==> src/rtl/cpu_ctrl_pkg.sv <==
// Shared encodings for the multi-cycle control path: ALU ops, opcode/funct values,
// controller states and instruction classes.
package cpu_ctrl_pkg;

  localparam logic [2:0] ALU_ADD = 3'b000;
  localparam logic [2:0] ALU_SUB = 3'b001;
  localparam logic [2:0] ALU_OR  = 3'b010;
  localparam logic [2:0] ALU_LUI = 3'b011;
  localparam logic [2:0] ALU_XOR = 3'b100;

  localparam logic [5:0] OP_RTYPE = 6'h00;
  localparam logic [5:0] OP_BEQ   = 6'h04;
  localparam logic [5:0] OP_BNE   = 6'h05;
  localparam logic [5:0] OP_ORI   = 6'h0D;
  localparam logic [5:0] OP_LUI   = 6'h0F;
  localparam logic [5:0] OP_LW    = 6'h23;
  localparam logic [5:0] OP_SW    = 6'h2B;

  localparam logic [5:0] FN_ADDU = 6'h21;
  localparam logic [5:0] FN_SUBU = 6'h23;
  localparam logic [5:0] FN_OR   = 6'h25;
  localparam logic [5:0] FN_XOR  = 6'h26;

  typedef enum logic [2:0] {FETCH, DECODE, EXEC, MEM, WB} state_t;

  typedef enum logic [2:0] {
    CLS_RTYPE, CLS_ITYPE, CLS_LW, CLS_SW, CLS_BEQ, CLS_BNE
  } instr_class_t;

  function automatic logic is_branch(input instr_class_t c);
    return (c == CLS_BEQ) || (c == CLS_BNE);
  endfunction

  function automatic logic is_mem(input instr_class_t c);
    return (c == CLS_LW) || (c == CLS_SW);
  endfunction

endpackage

==> src/rtl/instr_decode.sv <==
// Combinational instruction classifier: opcode/funct -> class, ALU op, immediate select
// and an illegal flag for anything outside the supported subset.
module instr_decode
  import cpu_ctrl_pkg::*;
(
  input  logic [31:0]  instr,
  output instr_class_t cls,
  output logic [2:0]   alu_op,
  output logic         src_imm,
  output logic         illegal
);

  // register and immediate fields are consumed by the datapath, not here
  logic unused_instr_bits;
  assign unused_instr_bits = ^instr[25:6];

  always_comb begin
    cls     = CLS_ITYPE;
    alu_op  = ALU_ADD;
    src_imm = 1'b0;
    illegal = 1'b0;
    case (instr[31:26])
      OP_RTYPE: begin
        cls = CLS_RTYPE;
        case (instr[5:0])
          FN_ADDU: alu_op = ALU_ADD;
          FN_SUBU: alu_op = ALU_SUB;
          FN_OR:   alu_op = ALU_OR;
          FN_XOR:  alu_op = ALU_XOR;
          default: illegal = 1'b1;
        endcase
      end
      OP_ORI: begin
        alu_op  = ALU_OR;
        src_imm = 1'b1;
      end
      OP_LUI: begin
        alu_op  = ALU_LUI;
        src_imm = 1'b1;
      end
      OP_LW: begin
        cls     = CLS_LW;
        src_imm = 1'b1;
      end
      OP_SW: begin
        cls     = CLS_SW;
        src_imm = 1'b1;
      end
      OP_BEQ: begin
        cls    = CLS_BEQ;
        alu_op = ALU_SUB;
      end
      OP_BNE: begin
        cls    = CLS_BNE;
        alu_op = ALU_SUB;
      end
      default: illegal = 1'b1;
    endcase
  end

endmodule

==> src/rtl/alu_ctrl_fsm.sv <==
// Multi-cycle controller: FETCH->DECODE->EXEC->MEM->WB sequencing with registered
// control strobes, sticky illegal/timeout errors and a bounded memory wait.
//
// state  | meaning
// FETCH  | instr_ready high; capture instruction on instr_valid
// DECODE | instruction classified; illegal ones retire here with pc_write
// EXEC   | ALU op driven; branches resolve on alu_eq and retire
// MEM    | mem_req held until mem_ready or MEM_TIMEOUT cycles elapse
// WB     | reg_we with pc_write, then back to FETCH
module alu_ctrl_fsm
  import cpu_ctrl_pkg::*;
#(
  parameter int MEM_TIMEOUT = 16
) (
  input  logic        clk,
  input  logic        rst_n,
  input  logic        instr_valid,
  input  logic [31:0] instr,
  output logic        instr_ready,
  output logic [2:0]  alu_op,
  output logic        alu_src_imm,
  input  logic        alu_gt,
  input  logic        alu_eq,
  input  logic        alu_lt,
  output logic        mem_req,
  output logic        mem_we,
  input  logic        mem_ready,
  output logic        reg_we,
  output logic        reg_dst_rd,
  output logic        wb_from_mem,
  output logic        pc_write,
  output logic        pc_branch,
  output logic        err_illegal,
  output logic        err_timeout
);

  localparam int CW = $clog2(MEM_TIMEOUT + 1);

  state_t       state, state_d;
  instr_class_t dec_cls, cls_q;
  logic [2:0]   dec_alu_op, op_q;
  logic         dec_src_imm, dec_illegal, imm_q, ill_q;
  logic [CW-1:0] cnt, cnt_d;

  logic [2:0] alu_op_d;
  logic src_imm_d, mem_req_d, mem_we_d, reg_we_d, reg_dst_d, wb_mem_d, pc_write_d;
  logic err_ill_d, err_to_d;

  logic unused_flags;
  assign unused_flags = alu_gt ^ alu_lt;

  instr_decode u_decode (
    .instr   (instr),
    .cls     (dec_cls),
    .alu_op  (dec_alu_op),
    .src_imm (dec_src_imm),
    .illegal (dec_illegal)
  );

  assign instr_ready = (state == FETCH);
  // the branch decision depends on the ALU result of this very cycle
  assign pc_branch   = (state == EXEC) &&
                       (((cls_q == CLS_BEQ) && alu_eq) || ((cls_q == CLS_BNE) && !alu_eq));

  always_comb begin
    state_d    = state;
    cnt_d      = cnt;
    alu_op_d   = ALU_ADD;
    src_imm_d  = 1'b0;
    mem_req_d  = 1'b0;
    mem_we_d   = 1'b0;
    reg_we_d   = 1'b0;
    reg_dst_d  = 1'b0;
    wb_mem_d   = 1'b0;
    pc_write_d = 1'b0;
    err_ill_d  = err_illegal;
    err_to_d   = err_timeout;
    case (state)
      FETCH: begin
        if (instr_valid) begin
          state_d = DECODE;
          if (dec_illegal) begin
            err_ill_d  = 1'b1;
            pc_write_d = 1'b1;
          end
        end
      end
      DECODE: begin
        if (ill_q) begin
          state_d = FETCH;
        end else begin
          state_d    = EXEC;
          alu_op_d   = op_q;
          src_imm_d  = imm_q;
          pc_write_d = is_branch(cls_q);
        end
      end
      EXEC: begin
        if (is_branch(cls_q)) begin
          state_d = FETCH;
        end else if (is_mem(cls_q)) begin
          state_d   = MEM;
          mem_req_d = 1'b1;
          mem_we_d  = (cls_q == CLS_SW);
          cnt_d     = '0;
        end else begin
          state_d    = WB;
          reg_we_d   = 1'b1;
          pc_write_d = 1'b1;
          reg_dst_d  = (cls_q == CLS_RTYPE);
        end
      end
      MEM: begin
        if (mem_ready) begin
          pc_write_d = 1'b1;
          if (cls_q == CLS_LW) begin
            state_d  = WB;
            reg_we_d = 1'b1;
            wb_mem_d = 1'b1;
          end else begin
            state_d = FETCH;
          end
        end else if (cnt == CW'(MEM_TIMEOUT - 1)) begin
          state_d    = FETCH;
          err_to_d   = 1'b1;
          pc_write_d = 1'b1;
        end else begin
          mem_req_d = 1'b1;
          mem_we_d  = (cls_q == CLS_SW);
          cnt_d     = cnt + CW'(1);
        end
      end
      WB:      state_d = FETCH;
      default: state_d = FETCH;
    endcase
  end

  always_ff @(posedge clk or negedge rst_n) begin
    if (!rst_n) begin
      state       <= FETCH;
      cnt         <= '0;
      cls_q       <= CLS_RTYPE;
      op_q        <= ALU_ADD;
      imm_q       <= 1'b0;
      ill_q       <= 1'b0;
      alu_op      <= ALU_ADD;
      alu_src_imm <= 1'b0;
      mem_req     <= 1'b0;
      mem_we      <= 1'b0;
      reg_we      <= 1'b0;
      reg_dst_rd  <= 1'b0;
      wb_from_mem <= 1'b0;
      pc_write    <= 1'b0;
      err_illegal <= 1'b0;
      err_timeout <= 1'b0;
    end else begin
      state       <= state_d;
      cnt         <= cnt_d;
      alu_op      <= alu_op_d;
      alu_src_imm <= src_imm_d;
      mem_req     <= mem_req_d;
      mem_we      <= mem_we_d;
      reg_we      <= reg_we_d;
      reg_dst_rd  <= reg_dst_d;
      wb_from_mem <= wb_mem_d;
      pc_write    <= pc_write_d;
      err_illegal <= err_ill_d;
      err_timeout <= err_to_d;
      if (state == FETCH && instr_valid) begin
        cls_q <= dec_cls;
        op_q  <= dec_alu_op;
        imm_q <= dec_src_imm;
        ill_q <= dec_illegal;
      end
    end
  end

endmodule
==> config.mk <==
export PLATFORM = sky130hd
export DESIGN_NAME = alu_ctrl_fsm
export DESIGN_NICKNAME = d
export VERILOG_FILES = /design/src/rtl/cpu_ctrl_pkg.sv /design/src/rtl/instr_decode.sv /design/src/rtl/alu_ctrl_fsm.sv
export SDC_FILE = /design/constraint.sdc
export NUM_CORES = 1
export LEC_CHECK = 0
export ABC_AREA = 1
export CORE_MARGIN = 3
export CORE_UTILIZATION = 44
export DETAILED_ROUTE_END_ITERATION = 7
export MAX_ROUTING_LAYER = met4
export PLACE_DENSITY = 0.79
export SLEW_MARGIN = 40
export SYNTH_ARGS = -nofsm -noshare
export SYNTH_HDL_FRONTEND = slang
export SYNTH_SLANG_ARGS = --single-unit
==> constraint.sdc <==
create_clock -name clk -period 2.3 [get_ports clk]
set_clock_uncertainty 0.15 [all_clocks]
set_input_delay 0.575 -clock clk [delete_from_list [all_inputs] [get_ports clk]]
set_output_delay 0.575 -clock clk [all_outputs]
set_load 0.1 [all_outputs]
==> reports/metrics.cfg, run 1 <==
[detailed_routing]
drtIter0Drc=100
wl_met3_um=119
dr_wl_met2_um=1480
firstDrtPassIters=4
routedLengthMet1_um=1280
drt-total-wl_um=2890
drc=0
avgViaCountPerCell=4.73
wl_per_cell_um=10.4
ant_nets=0
top_layer=met4
vias=1309

[sta]
fin_crit_sh_pct=96.2
fmax_mhz=452
hold_viol=0
slew_headroom_pct=77.5
worst_slew_pin_slew_ps=337
period_needed_ps=2210
finalSetupViolCount=0
maxSlewViolCount=0
layout_setup_ws_ps=87.7
tns_ps=0

[logic_synthesis]
synth_cell_types=28
synth.yosys.warnings=0
post-synth-top-area-fraction_pct=46.8
syn-num-nets=238
avgSynthCellArea_sq_um=7.71
syn_inst=194
synth_area_leaders=dfrtp_1, nand2_1, inv_1, nor2_1, nand3_1
synth_top_area_cell=dfrtp_1
ys_ff_latch=28
synth_area_sq_um=1500
synth_seq_area_share_pct=46.8

[layout]
nets=278
drive_above_1_share_pct=16.7
diodes=0
areaGrowthSynthToFinish_pct=29.2
final_area_sq_um=1930

[die]
num_rows=20
die_y_um=64.3
design.core.area_sq_um=3150
initial_core_util_pct=47.5
die_area_sq_um=4140
ios=53
fp.dieW_um=64.3

[critical_path]
cp_common_cell=inv_2
crit_buf_inv=3
critPathArrivalTime_ps=1490
timing.rr.start=cnt[0]
critPathMaxStageDelay_ps=420
crit_chain=inv_2 > nand2_1 > nor2_4 > inv_2 > a211oi_4 > buf_12
crit_path_start=state[2]
path_class=reg2out
crit_family=flip-flops
crit_path_max_fanout=3
start_kind=flop
end_kind=output port
required_ps=1570
critPathSlowestCell=dfrtp_1

[placement]
place_area_sq_um=1870
place_worst_setup_slack_ps=-81.5
dp.final_hpwl_um=2260
place.gp.congestion=0.770
place.port_buffers=30

[grt]
grt_max_degree=29
grt_first_pass_wirelength_um=4890
grt_pass1_vias=1219
antenna_found_initial=0
globalRouteOverflowTotal=0
globalRouteTotalUtil_pct=15.2

[clock_tree]
numCtsBuffers=3
cts.sinks=28
htree_levels=1
cts_tree=done
clkTransAtPathRegs_ps=140
cts_buffer_depth=2
cts-root-buf=clkbuf_4
cts_hold_buf=0
clk-insertion-delay-late_ps=320

[pwr]
totalPowerFinal_mw=1.64
p_per_area_nw_per_um2=847
ir_drop_v=0.000286
p_leak_nw=0.959

[min_path]
hp-class=reg2reg
worstHoldStart=err_timeout

[run]
drv_cap=0

[run_status]
status=completed

## path summary, 6_finish.rpt
kind | depth (start not counted) | end | slack [ps]
setup reg to reg | 12 | cnt[3] | 460
min in group asynchronous | 2 | cnt[3] | 460
max in group asynchronous | 2 | state[1] | 1270
hold reg to reg | 1 | err_timeout | 340
hold / removal | 1 | err_timeout | 340
setup / recovery | 6 | pc_branch | 90
## worst reg2reg max path, cell delays in order, from the launching register on
cell and delay, ps:
dfrtp_1 440, ha_1 220, nand2_1 80, nor2_1 50, ha_1 180, inv_1 50
nand2_1 100, nor2_4 150, inv_2 80, nand2_4 90, inv_2 60, nand2_1 50
nand2_1 50
## routing by layer
metal | vias up | track usage, %
li1 | 686 | -
met1 | 592 | 16.9
met2 | 29 | 27.4
met3 | 2 | 3.34
met4 | 0 | 3.96
met5 | - | -
## logic make-up after synthesis
logic type	Yosys count	synth area share [%]
flops	28	46.8
xor+xnor	1	0.585
simple gates	111	34.2
fa+ha+maj	5	4.18
buf+inv	35	8.78
compound gates	14	5.43
## cell usage after synthesis, drive strengths merged
cell type and n:
ha 5, nand3 20, nor4 1, nand4 2, or2 1, nor3 3
nor3b 1, inv 35, a21boi 1, o22ai 1, a211oi 1, o21ai 8
xor2 1, o211ai 1, dfrtp 28, nand2 44, nor2 37, a21oi 1
o21bai 1, nand3b 2
## through the flow
stage                     instances  util [%]  hold slack, ps
after floorplan                 194         -             129
after global placement          270      59.3             313
after detailed placement        270      59.3             314
after CTS                       276      60.9             349
after global routing            277      61.3             361
final                           277      61.3             344
## state kept, by name (all words and copies together), names as in the netlist, 3 cells and up
name    flops
op_q        3
cls_q       3
alu_op      3
state       3
cnt         5
## cell type report
class,instances,area (sq um)
Inverter,35,131
Fill cell,290,1220
Tap cell,44,55.1
Clock buffer,4,36.3
Multi-Input combinational cell,131,682
Sequential cell,28,702
Timing Repair Buffer,35,327
## report_power, final
| group | leakage, nW | switching, mW | total [mW] | internal, mW |
|---|---|---|---|---|
| registers | 0.366 | 0.0729 | 0.655 | 0.582 |
| logic | 0.572 | 0.518 | 0.747 | 0.229 |
| clock network | 0.0210 | 0.138 | 0.235 | 0.0967 |
## placed cells by master, fill, tap and decap left out, drive strengths merged, types with 2 or more instances in the layout
master         instances
nand2                 44
nor2                  37
inv                   35
dfrtp                 28
nand3                 20
buf                   19
clkdlybuf4s50         15
o21ai                  8
ha                     5
clkbuf                 4
nor3                   3
nand4                  2
nand3b                 2
## repair_timing
item | 4_1_cts | 5_1_grt
resized for setup | 4 | 2
pin swaps | 2 | 2
buffers inserted | 2 | 1
gates cloned | 0 | 0
setup endpoints to repair | 1 | 1
Note: power is estimated with default switching activity, not from simulation.
==> run 2, diff against run 1 <==
--- a/config.mk
+++ b/config.mk
@@ -6,7 +6,7 @@
 export NUM_CORES = 1
 export LEC_CHECK = 0
 export ABC_AREA = 1
-export CORE_MARGIN = 3
+export CORE_MARGIN = 2
 export CORE_UTILIZATION = 44
 export DETAILED_ROUTE_END_ITERATION = 7
 export MAX_ROUTING_LAYER = met4
==> run 2 against run 1 <==
  * Clock-buffer cell count decreased by 1
  * Cell area rose by 2.0%
  * Sequential power grew 0.8%
  * Power increased by 6.9%
  * Core utilization down 1.7 points
  * Setup slack worse by 17 ps
  * Final cell count is 1.8% higher
  * Die area fell by 6.1%
  * Wire length increased by 1.3%
  * Non-clock buffer count rose by 3
  * Fmax shrank 0.75%
  * Via count up 3.5%
==> reports/metrics.cfg, run 2 (same netlist as run 1, synthesis figures left out) <==
[clock_tree]
cts_tree=done
numCtsBuffers=3  ; unchanged
clkTransAtPathRegs_ps=140  ; about the same
cts_hold_buf=0  ; unchanged
cts_buffer_depth=2  ; unchanged
clk-insertion-delay-late_ps=340  ; +20 ps
cts-root-buf=clkbuf_4
htree_levels=1  ; unchanged
cts.sinks=28  ; unchanged

[layout]
fillCellCount=315  ; +8.6%
final_common_cell=nand2_1
utilization_pct=59.6  ; -1.7 points
most-common-layout-cells=nand2_1, nor2_1, inv_1
areaGrowthSynthToFinish_pct=31.8
drive_above_1_share_pct=18.2  ; +1.5 points
instances_no_fill=282  ; +1.8%
diodes=0  ; unchanged
nets=281  ; +1.1%
largest_register_ffs=5  ; unchanged
final_area_sq_um=1970  ; +2.0%
top_register=cnt

[min_path]
hp-class=reg2reg
hold-path-cell-count=1  ; unchanged

[grt]
grt_pass1_vias=1325  ; +8.7%
globalRouteTotalUtil_pct=17.1  ; +1.9 points
antenna_found_initial=0  ; unchanged
grt_first_pass_wirelength_um=5290  ; +8.2%
grt_max_degree=29  ; unchanged
globalRouteOverflowTotal=0  ; unchanged

[placement]
placed_cells=272  ; +0.74%
place_area_sq_um=1870  ; +0.13%
place.gp.congestion=0.777  ; +0.93%
dp.final_hpwl_um=2230  ; -1.2%
place.port_buffers=30  ; unchanged

[critical_path]
crit_chain=inv_1 > o211ai_1 > a211oi_4 > buf_12
start_kind=flop
required_ps=1570  ; about the same
critPathSlowestCell=dfrtp_2
critPathArrivalTime_ps=1500  ; about the same
end_kind=output port
path_class=reg2out
ff2ff_path_depth=12  ; unchanged
crit_path_max_fanout=4  ; +1
crit_family=compound AO/OA/AOI/OAI gates
crit_buf_inv=2  ; -1
path_depth=4  ; -2
critPathMaxStageDelay_ps=420  ; about the same

[detailed_routing]
wl_per_cell_um=10.4  ; -0.48%
firstDrtPassIters=4  ; unchanged
avgViaCountPerCell=4.80  ; +1.7%
ant_nets=0  ; unchanged
drt-total-wl_um=2930  ; +1.3%
drtIter0Drc=44  ; -56%
vias=1355  ; +3.5%
drc=0  ; unchanged

[pwr]
totalPowerFinal_mw=1.75  ; +6.9%
ir_drop_v=0.000301  ; +5.3%
p_per_area_nw_per_um2=888  ; +4.8%
p_leak_nw=0.976  ; +1.8%

[die]
die_area_sq_um=3880  ; -6.1%
design.core.area_sq_um=3310  ; +5.0%
die_y_um=62.3  ; -3.1%
initial_core_util_pct=45.2  ; -2.3 points
ios=53  ; unchanged
num_rows=21  ; +5.0%
fp.dieW_um=62.3  ; -3.1%

[sta]
slew_headroom_pct=77.1  ; -0.45 points
finalSetupViolCount=0  ; unchanged
maxSlewViolCount=0  ; unchanged
hold_viol=0  ; unchanged
fmax_mhz=449  ; -0.75%
period_needed_ps=2230  ; +16.7 ps
worst_slew_pin_slew_ps=343  ; +6.70 ps
fin_crit_sh_pct=96.9  ; +0.73 points

[run_status]
status=completed

[run]
drv_cap=0  ; unchanged

## run 2: area by class of cell
cell class,instances,area [sq um],share of cell area [%]
Sequential cell,28,704,35.7
Multi-Input combinational cell,131,677,34.3
Timing Repair Buffer,38,349,17.7
Inverter,35,131,6.66
Tap cell,46,57.6,2.92
Clock inverter,1,30.0,1.52
Clock buffer,3,22.5,1.14
## run 2: routing by layer
metal | global-route usage (%) | routed length (um) | vias up
met5 | - | 0 | -
met4 | 7.50 | 61 | 0
met3 | 1.99 | 107 | 7
met2 | 31.1 | 1530 | 33
met1 | 18.9 | 1230 | 626
li1 | - | - | 689
## run 2: path summary, 6_finish.rpt
path | slack (ps) | end | start
hold reg to reg | 340 | err_timeout | err_timeout
max in group asynchronous | 1280 | cls_q[1] | rst_n
setup reg to reg | 450 | cnt[2] | cnt[0]
hold / removal | 340 | err_timeout | err_timeout
min in group asynchronous | 440 | cnt[3] | rst_n
setup / recovery | 70 | pc_branch | cls_q[1]
## run 2: worst register-to-register path: stages (launching register included)
cell and delay, ps:
dfrtp_1 450, ha_1 220, nand2_1 90, nor2_1 50, ha_1 180, inv_1 50
nand2_1 100, nor2_4 140, inv_2 80, nand2_4 100, inv_2 60, nand2_1 60
nand2_1 40
## run 2: per-stage QoR
stage	setup WS [ps]	setup TNS, ps	hold slack, ps
after CTS	11.5	0	349
after global placement	-93.0	-93.0	311
after detailed placement	-95.7	-95.7	314
after floorplan	0.774	0	129
after global routing	-12.4	-12.4	362
final	71.0	0	343
## run 2: repair_timing
item	in CTS	in global routing
pin swaps	2	2
gates resized for setup	4	2
buffers inserted	3	3
endpoints found under the setup margin	1	1
## run 2: report_power, final
part | internal [mW] | switching (mW)
registers | 0.585 | 0.0757
logic | 0.244 | 0.522
clock network | 0.177 | 0.148
==> run 3, diff against run 2 <==
--- a/config.mk
+++ b/config.mk
@@ -7,11 +7,13 @@
 export LEC_CHECK = 0
 export ABC_AREA = 1
 export CORE_MARGIN = 2
-export CORE_UTILIZATION = 44
+export CORE_UTILIZATION = 46
 export DETAILED_ROUTE_END_ITERATION = 7
+export HOLD_SLACK_MARGIN = 0.1
 export MAX_ROUTING_LAYER = met4
-export PLACE_DENSITY = 0.79
+export PLACE_DENSITY = 0.8
 export SLEW_MARGIN = 40
 export SYNTH_ARGS = -nofsm -noshare
 export SYNTH_HDL_FRONTEND = slang
+export SYNTH_HIERARCHICAL = 1
 export SYNTH_SLANG_ARGS = --single-unit
==> run 3 against run 2 <==
  * Wire length increased by 9.1%
  * Fmax increased by 2.0%
  * Clock power decreased by 28%
  * Worst hold slack got worse by 14 ps
  * Largest power group unchanged
  * Setup slack improved by 43 ps
  * Power decreased by 1.6%
  * Highest routed layer unchanged
  * Cell area increased by 3.1%
  * Core utilization increased by 1.4 points
  * Via count increased by 3.1%
==> reports/metrics.cfg, run 3 <==
[pwr]
p_leak_nw=1.01  ; +3.8%
seqPwrFrac_pct=38.9  ; +1.2 points
ir_drop_v=0.000908  ; +200%
p_per_area_nw_per_um2=847  ; -4.6%
swShare_pct=46.1  ; +3.5 points
p_comb_share_pct=47.5  ; +3.8 points
p_clk_share_pct=13.6  ; -4.9 points
p_int_uw=928  ; -7.6%
switching_power_uw=793  ; +6.4%

[die]
die_area_sq_um=3980  ; +2.5%
ios=53  ; unchanged
design.core.area_sq_um=3340  ; +0.79%
num_rows=21  ; unchanged
die_y_um=63.1  ; +1.2%
initial_core_util_pct=48.1  ; +2.9 points
fp.dieW_um=63.1  ; +1.2%

[logic_synthesis]
synth.yosys.warnings=6  ; +6
synth_area_leaders=dfrtp_1, nand2_1, inv_1, nor2_1, nand3_1
synth_compound_area_share_pct=7.40  ; +2.0 points
synthArstFlopShare_pct=100  ; unchanged
ys_ff_latch=28  ; unchanged
syn-num-nets=245  ; +2.9%
synth_area_sq_um=1610  ; +7.3%
synth_cell_types=26  ; -7.1%
synth_most_common_cell=nand2_1
synth_xor_area_share_pct=0.546  ; -0.040 points
synth_seq_area_share_pct=43.6  ; -3.2 points
synth-simple-area-share_pct=36.1  ; +1.9 points
synthAdderAreaFrac_pct=3.90  ; -0.28 points
synth_commonest_cells=nand2_1, inv_1, dfrtp_1
synth_top_family_by_area=simple AND/OR/NAND/NOR gates
syn_inst=201  ; +3.6%
post-synth-top-area-fraction_pct=43.6  ; -3.2 points
synth_top_area_cell=dfrtp_1
synthMuxAreaShare_pct=0  ; unchanged
synth_edf_count=0  ; unchanged
synthFlopType=dfrtp_1
avgSynthCellArea_sq_um=7.99  ; +3.5%

[layout]
drive_above_1_share_pct=23.9  ; +5.7 points
top_register=cnt
largest_register_ffs=5  ; unchanged
fillCellCount=308  ; -2.2%
most-common-layout-cells=nand2_1, inv_1, dfrtp_1
final_common_cell=nand2_1
nets=283  ; +0.71%
utilization_pct=60.9  ; +1.4 points
diodes=0  ; unchanged
areaGrowthSynthToFinish_pct=26.7

[detailed_routing]
drc=0  ; unchanged
ant_nets=0  ; unchanged
vias=1397  ; +3.1%
firstDrtPassIters=4  ; unchanged
wl_per_cell_um=11.3  ; +8.3%
drt-total-wl_um=3200  ; +9.1%
drtIter0Drc=64  ; +45%
avgViaCountPerCell=4.92  ; +2.4%

[clock_tree]
numCtsBuffers=3  ; unchanged
clkTransAtPathRegs_ps=150  ; about the same
cts.sinks=28  ; unchanged
clk-insertion-delay-late_ps=330  ; about the same
htree_levels=1  ; unchanged
cts_hold_buf=0  ; unchanged
cts-root-buf=clkbuf_4
cts_tree=done
cts_buffer_depth=2  ; unchanged

[placement]
dp.final_hpwl_um=2400  ; +7.5%
place_worst_setup_slack_ps=-12.4  ; +83.3 ps
place.port_buffers=30  ; unchanged
place.gp.congestion=0.791  ; +1.8%

[critical_path]
end_kind=output port
cp-endpoint=instr_ready
timing.rr.start=cnt[0]
critPathArrivalTime_ps=1460  ; -40 ps
path_class=reg2out
ff2ff_path_depth=9  ; -3
start_kind=flop
crit_path_max_fanout=4  ; unchanged
critPathMaxStageDelay_ps=440  ; +20 ps
required_ps=1570  ; about the same
crit_path_start=state[2]
crit_chain=buf_4 > nor2_4 > nand2_2 > inv_1 > buf_12
crit_buf_inv=3  ; +1
r2r_slack_ps=560  ; +110 ps
path_depth=5  ; +1
r2r_end=cnt[4]
crit_family=buffers and inverters
critPathSlowestCell=dfrtp_2

[sta]
period_needed_ps=2190  ; -42.6 ps
rsz0062_at_grt=no
maxSlewViolCount=0  ; unchanged
layout_setup_ws_ps=114  ; +42.6 ps
hold_viol=0  ; unchanged
finalSetupViolCount=0  ; unchanged
fin_crit_sh_pct=95.1  ; -1.9 points
worst_slew_pin_slew_ps=386  ; +43.0 ps
slew_headroom_pct=74.2  ; -2.9 points
fmax_mhz=457  ; +2.0%

[grt]
globalRouteTotalUtil_pct=18.4  ; +1.3 points
grt_pass1_vias=1312  ; -0.98%
grt_max_degree=29  ; unchanged
globalRouteOverflowTotal=0  ; unchanged
grt_first_pass_wirelength_um=5740  ; +8.6%
antenna_found_initial=0  ; unchanged

[min_path]
hold-path-cell-count=2  ; +1
hp-class=reg2reg

[run]
drv_cap=0  ; unchanged

[run_status]
status=completed

run 3: cell types whose count changed after synthesis, moves of 5 or more:
cell and delta:
nor2_1 -13, nand2_2 +9, nand2_1 +8, nand4_1 +8, o21ai_0 -7, o21ai_1 +5
o21ai_2 +5
run 3: through the flow:
step / power (mW) / hold WS, ps / instance area, sq um / instances / TNS (ps)
after detailed placement: 1.45 / 307 / 1960 / 278 / -12.4
final: 1.72 / 329 / 2030 / 284 / 0
after CTS: 1.71 / 335 / 2020 / 284 / 0
after floorplan: 1.25 / 129 / 1610 / 201 / -34.1
after global placement: 1.44 / 300 / 1960 / 278 / 0
after global routing: 1.83 / 369 / 2030 / 284 / 0
run 3: per-layer routing:
layer	global-route usage, %	share of wire [%]
met1	22.4	43
met2	31.9	54
met3	1.79	3.3
met4	6.67	0.47
met5	-	0
run 3: power groups by stage:
stage               combinational, mW  sequential (mW)  clock (mW)
floorplan                       0.446            0.807           0
global placement                0.764            0.674           0
detailed placement              0.776            0.677           0
CTS                             0.808            0.664       0.242
global route                    0.887            0.683       0.262
finish                          0.818            0.670       0.234
run 3: area by class of cell:
type,count,area (sq um),share of cell area (%)
flip-flops and latches,28,703,34.6
multi-input cells,140,793,39.0
well taps,46,57.6,2.83
inverters,32,120,5.91
repair buffers,34,323,15.9
clock buffers,4,36.3,1.78
run 3: worst min-delay path by stage:
stage | from | to | slack [ps]
final | err_illegal | err_illegal | 330
after floorplan | rst_n | alu_op[0] | 130
after global placement | err_illegal | err_illegal | 300
after global routing | cnt[4] | cnt[4] | 370
after detailed placement | err_illegal | err_illegal | 310
after CTS | ill_q | state[1] | 340
run 3: repair_timing:
action	CTS	global route
endpoints found under the setup margin	1	1
resized for setup	4	4
setup buffers	2	0
pin swaps	2	2
run 3: cells by family (layout without fill, tap and decap cells):
group	Yosys count	in the layout
AOI/OAI and AO/OA	17	17
xor gates and xnor gates	1	1
adders and majority gates	5	5
buffers and inverters	33	70
DFF	28	28
and+or+nand+nor	117	117
run 3: worst reg2reg max path, delay by kind of cell (launching register included):
kind	cells	cell delay [ps]
adder cells (fa/ha/maj)	2	460
buffers and inverters	2	140
flip-flops	1	450
AND/OR/NAND/NOR	5	450
